[config.mk]
export PLATFORM = sky130hd
export DESIGN_NAME = score_sched_flat
export DESIGN_NICKNAME = d
export VERILOG_FILES = /design/src/rtl/score_sched_if.sv /design/src/rtl/score_sched.sv /design/src/flat_wrapper.sv
export SDC_FILE = /design/constraint.sdc
export NUM_CORES = 1
export LEC_CHECK = 0
export CELL_PAD_IN_SITES_DETAIL_PLACEMENT = 0
export CELL_PAD_IN_SITES_GLOBAL_PLACEMENT = 1
export CORE_MARGIN = 2
export CORE_UTILIZATION = 40
export DETAILED_ROUTE_END_ITERATION = 8
export DONT_BUFFER_PORTS = 1
export HOLD_SLACK_MARGIN = 0.06
export PLACE_DENSITY_LB_ADDON = 0.1
export SLEW_MARGIN = 20
export SYNTH_ARGS = -nofsm -noshare
export SYNTH_HDL_FRONTEND = slang
export SYNTH_SLANG_ARGS = --single-unit
[constraint.sdc]
create_clock -name clk -period 2.4 [get_ports clk]
set_input_delay 0.48 -clock clk [delete_from_list [all_inputs] [get_ports clk]]
set_output_delay 0.48 -clock clk [all_outputs]
set_load 0.01 [all_outputs]
[src/rtl/score_sched_if.sv]
// Handshake bundle between the game logic / display shifter and score_sched.
// The master drives events and the shifter busy line; the slave is the scheduler.
interface score_sched_if;
  logic        hit;
  logic [1:0]  lineCount;
  logic        clear;
  logic        disp_busy;
  logic        disp_start;
  logic [11:0] score;
  logic        busy;
  logic [2:0]  pending;
  logic        dropped;
  logic        sat;

  modport master (
    output hit, lineCount, clear, disp_busy,
    input  disp_start, score, busy, pending, dropped, sat
  );

  modport slave (
    input  hit, lineCount, clear, disp_busy,
    output disp_start, score, busy, pending, dropped, sat
  );
endinterface

[src/rtl/score_sched.sv]
// Queues line-clear events, adds their points to a saturating 3-digit BCD score one
// unit per clock, and issues exactly one display refresh per update or clear.
module score_sched #(
  parameter int          FIFO_DEPTH = 4,
  parameter logic [11:0] SAT_VALUE  = 12'h999
) (
  input  logic         clk,
  input  logic         rst,
  score_sched_if.slave bus
);
  localparam int PTR_W = (FIFO_DEPTH > 1) ? $clog2(FIFO_DEPTH) : 1;
  localparam int CNT_W = PTR_W + 1;

  typedef enum logic [2:0] {IDLE, ADD, REQ, START, WAIT} state_e;

  state_e           state_q, state_d;
  logic [3:0]       mem_q [FIFO_DEPTH];
  logic [3:0]       mem_wdata_d;
  logic [PTR_W-1:0] wr_ptr_q, wr_ptr_d, rd_ptr_q, rd_ptr_d;
  logic [CNT_W-1:0] count_q, count_d;
  logic             clr_pend_q, clr_pend_d;
  logic [3:0]       remaining_q, remaining_d;
  logic             wait_first_q, wait_first_d;
  logic [11:0]      score_q, score_d;
  logic             sat_q, sat_d;
  logic             dropped_q, dropped_d;
  logic             disp_start_q, disp_start_d;
  logic             busy_q, busy_d;

  logic             fifo_full, fifo_empty, push, pop, service_clr;
  logic [12:0]      inc;

  function automatic logic [3:0] points_of(input logic [1:0] lc);
    case (lc)
      2'd0:    return 4'd1;
      2'd1:    return 4'd3;
      2'd2:    return 4'd5;
      default: return 4'd8;
    endcase
  endfunction

  // Ripple +1 through the three digits; any digit at 9 (or corrupt above it) wraps to 0.
  function automatic logic [11:0] bcd_inc(input logic [11:0] v);
    logic [11:0] r;
    logic        carry;
    r     = v;
    carry = 1'b1;
    for (int i = 0; i < 3; i++) begin
      if (carry) begin
        if (r[4*i +: 4] >= 4'd9) begin
          r[4*i +: 4] = 4'd0;
        end else begin
          r[4*i +: 4] = r[4*i +: 4] + 4'd1;
          carry       = 1'b0;
        end
      end
    end
    return r;
  endfunction

  // Returns {blocked, next score}; packed BCD orders the same as binary.
  function automatic logic [12:0] bcd_inc_sat(input logic [11:0] v);
    if (v >= SAT_VALUE) return {1'b1, v};
    return {1'b0, bcd_inc(v)};
  endfunction

  assign fifo_full   = (count_q == CNT_W'(FIFO_DEPTH));
  assign fifo_empty  = (count_q == '0);
  assign service_clr = (state_q == IDLE) && clr_pend_q;
  assign pop         = (state_q == IDLE) && !clr_pend_q && !fifo_empty && !bus.clear;
  assign push        = bus.hit && !bus.clear && (!fifo_full || pop);
  assign mem_wdata_d = points_of(bus.lineCount);
  assign inc         = bcd_inc_sat(score_q);

  // ---- event queue ----
  always_comb begin
    wr_ptr_d  = wr_ptr_q;
    rd_ptr_d  = rd_ptr_q;
    count_d   = count_q;
    dropped_d = bus.hit && !bus.clear && fifo_full && !pop;
    if (bus.clear) begin
      wr_ptr_d = '0;
      rd_ptr_d = '0;
      count_d  = '0;
    end else begin
      if (push) wr_ptr_d = wr_ptr_q + PTR_W'(1);
      if (pop)  rd_ptr_d = rd_ptr_q + PTR_W'(1);
      case ({push, pop})
        2'b10:   count_d = count_q + CNT_W'(1);
        2'b01:   count_d = count_q - CNT_W'(1);
        default: count_d = count_q;
      endcase
    end
  end

  always_ff @(posedge clk) begin
    if (push) mem_q[wr_ptr_q] <= mem_wdata_d;
  end

  // ---- FSM: state register ----
  always_ff @(posedge clk or negedge rst) begin
    if (!rst) state_q <= IDLE;
    else      state_q <= state_d;
  end

  // ---- FSM: next state ----
  always_comb begin
    state_d = state_q;
    case (state_q)
      IDLE:  if (clr_pend_q) state_d = REQ;
             else if (pop)   state_d = ADD;
      ADD:   if (bus.clear)               state_d = IDLE;
             else if (remaining_q <= 4'd1) state_d = REQ;
      REQ:   if (!bus.disp_busy) state_d = START;
      START: state_d = WAIT;
      WAIT:  if (!wait_first_q && !bus.disp_busy) state_d = IDLE;
      default: state_d = IDLE;
    endcase
  end

  // ---- FSM: outputs (registered from the next state) ----
  always_comb begin
    disp_start_d = (state_d == START);
    busy_d       = (state_d != IDLE);
  end

  // ---- score datapath and bookkeeping ----
  always_comb begin
    score_d      = score_q;
    sat_d        = sat_q;
    remaining_d  = remaining_q;
    wait_first_d = (state_q == START);
    clr_pend_d   = clr_pend_q;
    if (service_clr) begin
      score_d = '0;
      sat_d   = 1'b0;
    end
    if (pop) remaining_d = mem_q[rd_ptr_q];
    // A clear arriving mid-add abandons the remaining increments.
    if ((state_q == ADD) && !bus.clear) begin
      score_d     = inc[11:0];
      remaining_d = remaining_q - 4'd1;
      if (inc[12]) sat_d = 1'b1;
    end
    if (bus.clear)        clr_pend_d = 1'b1;
    else if (service_clr) clr_pend_d = 1'b0;
  end

  always_ff @(posedge clk or negedge rst) begin
    if (!rst) begin
      wr_ptr_q     <= '0;
      rd_ptr_q     <= '0;
      count_q      <= '0;
      clr_pend_q   <= 1'b0;
      remaining_q  <= '0;
      wait_first_q <= 1'b0;
      score_q      <= '0;
      sat_q        <= 1'b0;
      dropped_q    <= 1'b0;
      disp_start_q <= 1'b0;
      busy_q       <= 1'b0;
    end else begin
      wr_ptr_q     <= wr_ptr_d;
      rd_ptr_q     <= rd_ptr_d;
      count_q      <= count_d;
      clr_pend_q   <= clr_pend_d;
      remaining_q  <= remaining_d;
      wait_first_q <= wait_first_d;
      score_q      <= score_d;
      sat_q        <= sat_d;
      dropped_q    <= dropped_d;
      disp_start_q <= disp_start_d;
      busy_q       <= busy_d;
    end
  end

  assign bus.disp_start = disp_start_q;
  assign bus.score      = score_q;
  assign bus.busy       = busy_q;
  assign bus.pending    = 3'(count_q);
  assign bus.dropped    = dropped_q;
  assign bus.sat        = sat_q;
endmodule

[src/flat_wrapper.sv]
// flat-port wrapper written by rule: the top's interface ports become plain ports
module score_sched_flat 
#(
  parameter int          FIFO_DEPTH = 4,
  parameter logic [11:0] SAT_VALUE  = 12'h999
)
  (clk, rst, bus_hit, bus_lineCount, bus_clear, bus_disp_busy, bus_disp_start, bus_score, bus_busy, bus_pending, bus_dropped, bus_sat);
  score_sched_if bus_i ();
  input  logic clk;
  input  logic rst;
  input wire logic [$bits(bus_i.hit)-1:0] bus_hit;
  input wire logic [$bits(bus_i.lineCount)-1:0] bus_lineCount;
  input wire logic [$bits(bus_i.clear)-1:0] bus_clear;
  input wire logic [$bits(bus_i.disp_busy)-1:0] bus_disp_busy;
  output wire logic [$bits(bus_i.disp_start)-1:0] bus_disp_start;
  output wire logic [$bits(bus_i.score)-1:0] bus_score;
  output wire logic [$bits(bus_i.busy)-1:0] bus_busy;
  output wire logic [$bits(bus_i.pending)-1:0] bus_pending;
  output wire logic [$bits(bus_i.dropped)-1:0] bus_dropped;
  output wire logic [$bits(bus_i.sat)-1:0] bus_sat;
  assign bus_i.hit = bus_hit;
  assign bus_i.lineCount = bus_lineCount;
  assign bus_i.clear = bus_clear;
  assign bus_i.disp_busy = bus_disp_busy;
  assign bus_disp_start = bus_i.disp_start;
  assign bus_score = bus_i.score;
  assign bus_busy = bus_i.busy;
  assign bus_pending = bus_i.pending;
  assign bus_dropped = bus_i.dropped;
  assign bus_sat = bus_i.sat;
  score_sched #(.FIFO_DEPTH(FIFO_DEPTH), .SAT_VALUE(SAT_VALUE)) u_core (.clk(clk), .rst(rst), .bus(bus_i));
endmodule
==> parameters.txt <==
Parameter                              Value

Logic synthesis
  Simple-gate share of the synthesized area ... 18.09%
  Synthesized net count ... 255
  Synth Register Bits ... 48
  Commonest cells post-synth ... dfrtp_1 (32), nor2_1 (23), nand2_1 (20), inv_1 (17), edfxtp_1 (16)
  Adder-cell area share of the yosys netlist ... 8.226%
  Complex-gate fraction of the synthesized area ... 12.24%
  Synth async-reset ratio ... 66.67%
  Number of distinct library cells after synthesis ... 52
  Primary FF master, synth ... dfrtp_1
  Most common cell in the netlist ... dfrtp_1
  Post-synthesis cell area ... 0.002525 mm2
  Share of the synthesized netlist area taken by xor and xnor gates ... 1.734%
  Register area share after synthesis ... 50.74%
  Post-Synthesis Cells ... 232
  Largest family of logic cells by synthesized area ... simple AND/OR/NAND/NOR gates
  Post-synth top area share ... 31.71%
  EDFF count, synth ... 16
  Cell type contributing the most total cell area after synthesis ... dfrtp_1
  Post-Synthesis Mean Instance Area ... 10.88 um2
  Area contributors post-synth ... dfrtp_1 (32%), edfxtp_1 (19%), ha_1 (7.4%)
  Yosys synthesis warning count ... 0
  Mux contribution to synthesized area ... 5.203%

Timing
  Least-Margin Pin Slew ... 0.5745 ns
  Number of failing hold endpoints at the final stage ... 0
  Setup repair after global routing missed its margin ... false
  Period minus WS final ... 2.211 ns
  Setup-violating endpoint count in the final report ... 0
  Tcrit/Tclk final ... 92.10%
  Final-report max-slew violation count ... 0
  Slack of the critical path ... 0.1895 ns
  Normalized max-slew margin ... 61.30%
  Final-layout setup total negative slack ... 0 ns
  Worst Skew ... 0.009844 ns
  Peak clock frequency supported by timing ... 452.4 MHz

Die
  Number of primary I/O pins ... 26
  Horiz. Die Dim ... 83.45 um
  Initial Util ... 41.90%
  Standard cell core area ... 0.006026 mm2
  Total die area ... 0.006964 mm2
  Height of the die ... 83.45 um
  # rows ... 28

Placed design
  Gp weighted congestion ... 0.8381
  Detailed placement HPWL ... 3439 um
  Port bufs ... 0
  Worst setup slack before clock tree synthesis ... 0.2173 ns
  Number of placed cells counting well taps ... 306

Clock tree
  Clock latency on the worst-skew pair ... 0.30 ns
  CTS tree ... yes
  Number of buffers on the longest clock path ... 2
  CTS H-tree depth ... 2
  Clock transition time at the flip-flop clock pins of the worst setup and hold paths ... 0.10 ns
  Root buffer cell ... clkbuf_8
  Clock tree sinks ... 48
  Number of buffers created by CTS ... 5
  Number of gates resized after cts ... 0

GRT
  Total global routing track utilization ... 14.46%
  GR Layer Usage met3 ... 4.154%
  Global routing usage on met1 ... 18.49%
  Global Route met2 Usage ... 23.39%
  Busiest layer in global routing ... met2
  Number of antenna violations at the first check in global routing ... 0
  Largest net degree at the start of global routing ... 33
  Vias in the first global route ... 1708
  Leftover overflow at the end of global routing ... 0
  Wire length of the first global-routing pass ... 8190 um

Layout
  Proportion of layout cells with a drive suffix above 1 ... 10.79%
  # fillers ... 577
  Area of the multi-input gates ... 0.001149 mm2
  Area delta synth->final ... 9.762%
  Antenna diode count ... 0
  Register area ... 0.001281 mm2
  Number of cells in the finished layout apart from fillers ... 316
  Number of nets in the layout ... 263

Worst setup path
  Data required time of the worst path ... 2.65 ns
  Classification of the worst setup path ... reg2reg
  Crit path DAT ... 2.46 ns
  Critical path's slowest cell ... dfrtp_1
  Crit path cell chain ... ha_1 -> nor3b_1 -> or3_1 -> and2_4 -> a31oi_4 -> or4_1 -> nand3_1
  Delay contributed by the slowest stage of the critical path ... 0.48 ns
  Critical Path End Type ... register
  Crit Path Max Fanout ... 7
  Kind of start point of the critical path ... register

Route
  Total routed wirelength ... 4737 um
  Vias after detailed routing ... 1752
  Starting DRC count in detailed routing ... 103
  Remaining design rule violation count ... 0
  First-pass detailed-route iteration total ... 4
  Average via count per standard cell ... 5.544
  Average routed wire per standard cell ... 14.99 um
  Post-route ant nets ... 0

Status
  Status ... finished clean

Power
  Switching Share ... 34.29%
  Power Density ... 861.4 mW/mm2
  Combinational fraction of design power ... 26.0%
  Worst VDD drop ... 0.3259 mV
  Total power of the final layout ... 2387 uW
  Proportion of power drawn by the clock network ... 25.4%
  Static leakage ... 0.001133 uW
  Sequential share of power ... 48.6%
  Cell-internal power ... 1569 uW
  Switch Pwr ... 818.7 uW

Worst hold path
  Worst min path class ... in2reg

Job
  Maximum capacitance violations ... 0
-- per-stage QoR --
stage          util [%]  instance area (um2)  hold slack [ns]
5_1_grt           45.99                 2771           0.2015
2_1_floorplan         -                 2525           0.1844
3_3_place_gp      43.56                 2625           0.1854
4_1_cts           45.99                 2771           0.2181
6_report          45.99                 2771           0.2308
3_5_place_dp      43.56                 2625           0.1851
-- layer usage --
layer / up-vias / wire length (um)
met5: - / 0
met1: 865 / 2126
li1: 837 / -
met4: 0 / 83
met2: 39 / 2306
met3: 11 / 221
-- layout by cell type (no fill, tap or decap), drive strengths merged, types with 4 or more instances in the layout --
cell type | Yosys | final
ha | 15 | 15
a21oi | 8 | 8
o21ai | 13 | 13
nor3 | 6 | 6
nand2 | 20 | 20
nand2b | 4 | 4
edfxtp | 16 | 16
buf | 3 | 6
nand3 | 11 | 11
dfrtp | 32 | 32
nor2 | 23 | 23
inv | 17 | 17
and2 | 6 | 6
clkbuf | 3 | 5
mux4 | 4 | 4
-- area by class of cell --
type                    count  share of cell area (%)
well taps                  75                   3.386
flip-flops and latches     48                   46.23
clock buffers               5                   2.483
clock inverters             3                   1.716
multi-input cells         161                   41.44
inverters                  17                   2.302
repair buffers              7                   2.438
-- critical path: cells and delay by family, from the launching register on --
kind | cells | cell delay [ns]
adder cells (fa/ha/maj) | 1 | 0.24
AND/OR/NAND/NOR | 5 | 1.32
AO/OA/AOI/OAI | 1 | 0.12
flip-flops | 1 | 0.48
-- kinds of logic (layout without fill, tap and decap cells) --
| kind of cell | Yosys count | count (layout) |
|---|---|---|
| xor+xnor | 5 | 5 |
| compound gates | 45 | 45 |
| buf+inv | 23 | 32 |
| fa+ha+maj | 16 | 16 |
| flops | 48 | 48 |
| simple gates | 87 | 87 |
| mux | 8 | 8 |
-- worst paths after layout --
check / startpoint / end / slack (ns) / cells past startpoint
max reg2reg: u_core.bus.score[0]$_DFFE_PN0P_ / u_core.bus.score[11]$_DFFE_PN0P_ / 0.19 / 7
max: u_core.bus.score[0]$_DFFE_PN0P_ / u_core.bus.score[11]$_DFFE_PN0P_ / 0.19 / 7
min: bus_clear / u_core.bus.pending[2]$_DFFE_PN0P_ / 0.23 / 1
min in group asynchronous: rst / u_core.bus.score[1]$_DFFE_PN0P_ / 0.60 / 2
max in group asynchronous: rst / u_core.bus.busy$_DFF_PN0_ / 1.61 / 2
min reg2reg: u_core.remaining_q[3]$_DFFE_PN0P_ / u_core.remaining_q[3]$_DFFE_PN0P_ / 0.55 / 1
-- flip-flops by register name, indices dropped and copies added (netlist names), 2 cells and up --
register	count
u_core.wr_ptr_q	2
u_core.mem_q	16
u_core.rd_ptr_q	2
u_core.state_q	3
u_core.remaining_q	4
u_core.bus.pending	3
u_core.bus.score	12
-- power by group through the flow --
stage	combinational (uW)	sequential [uW]	clock (uW)
3_5_place_dp	602	1180	0
6_report	620	1160	606
5_1_grt	712	1190	670
3_3_place_gp	594	1160	0
4_1_cts	625	1160	623
2_1_floorplan	482	1130	0
-- timing repair --
action                                  in CTS  in global routing
setup buffers                                0                  0
endpoints found under the setup margin       0                  0
hold buffers                                 2                  0
endpoints found under the hold margin       32                  0
(Power assumes the default switching activity.)
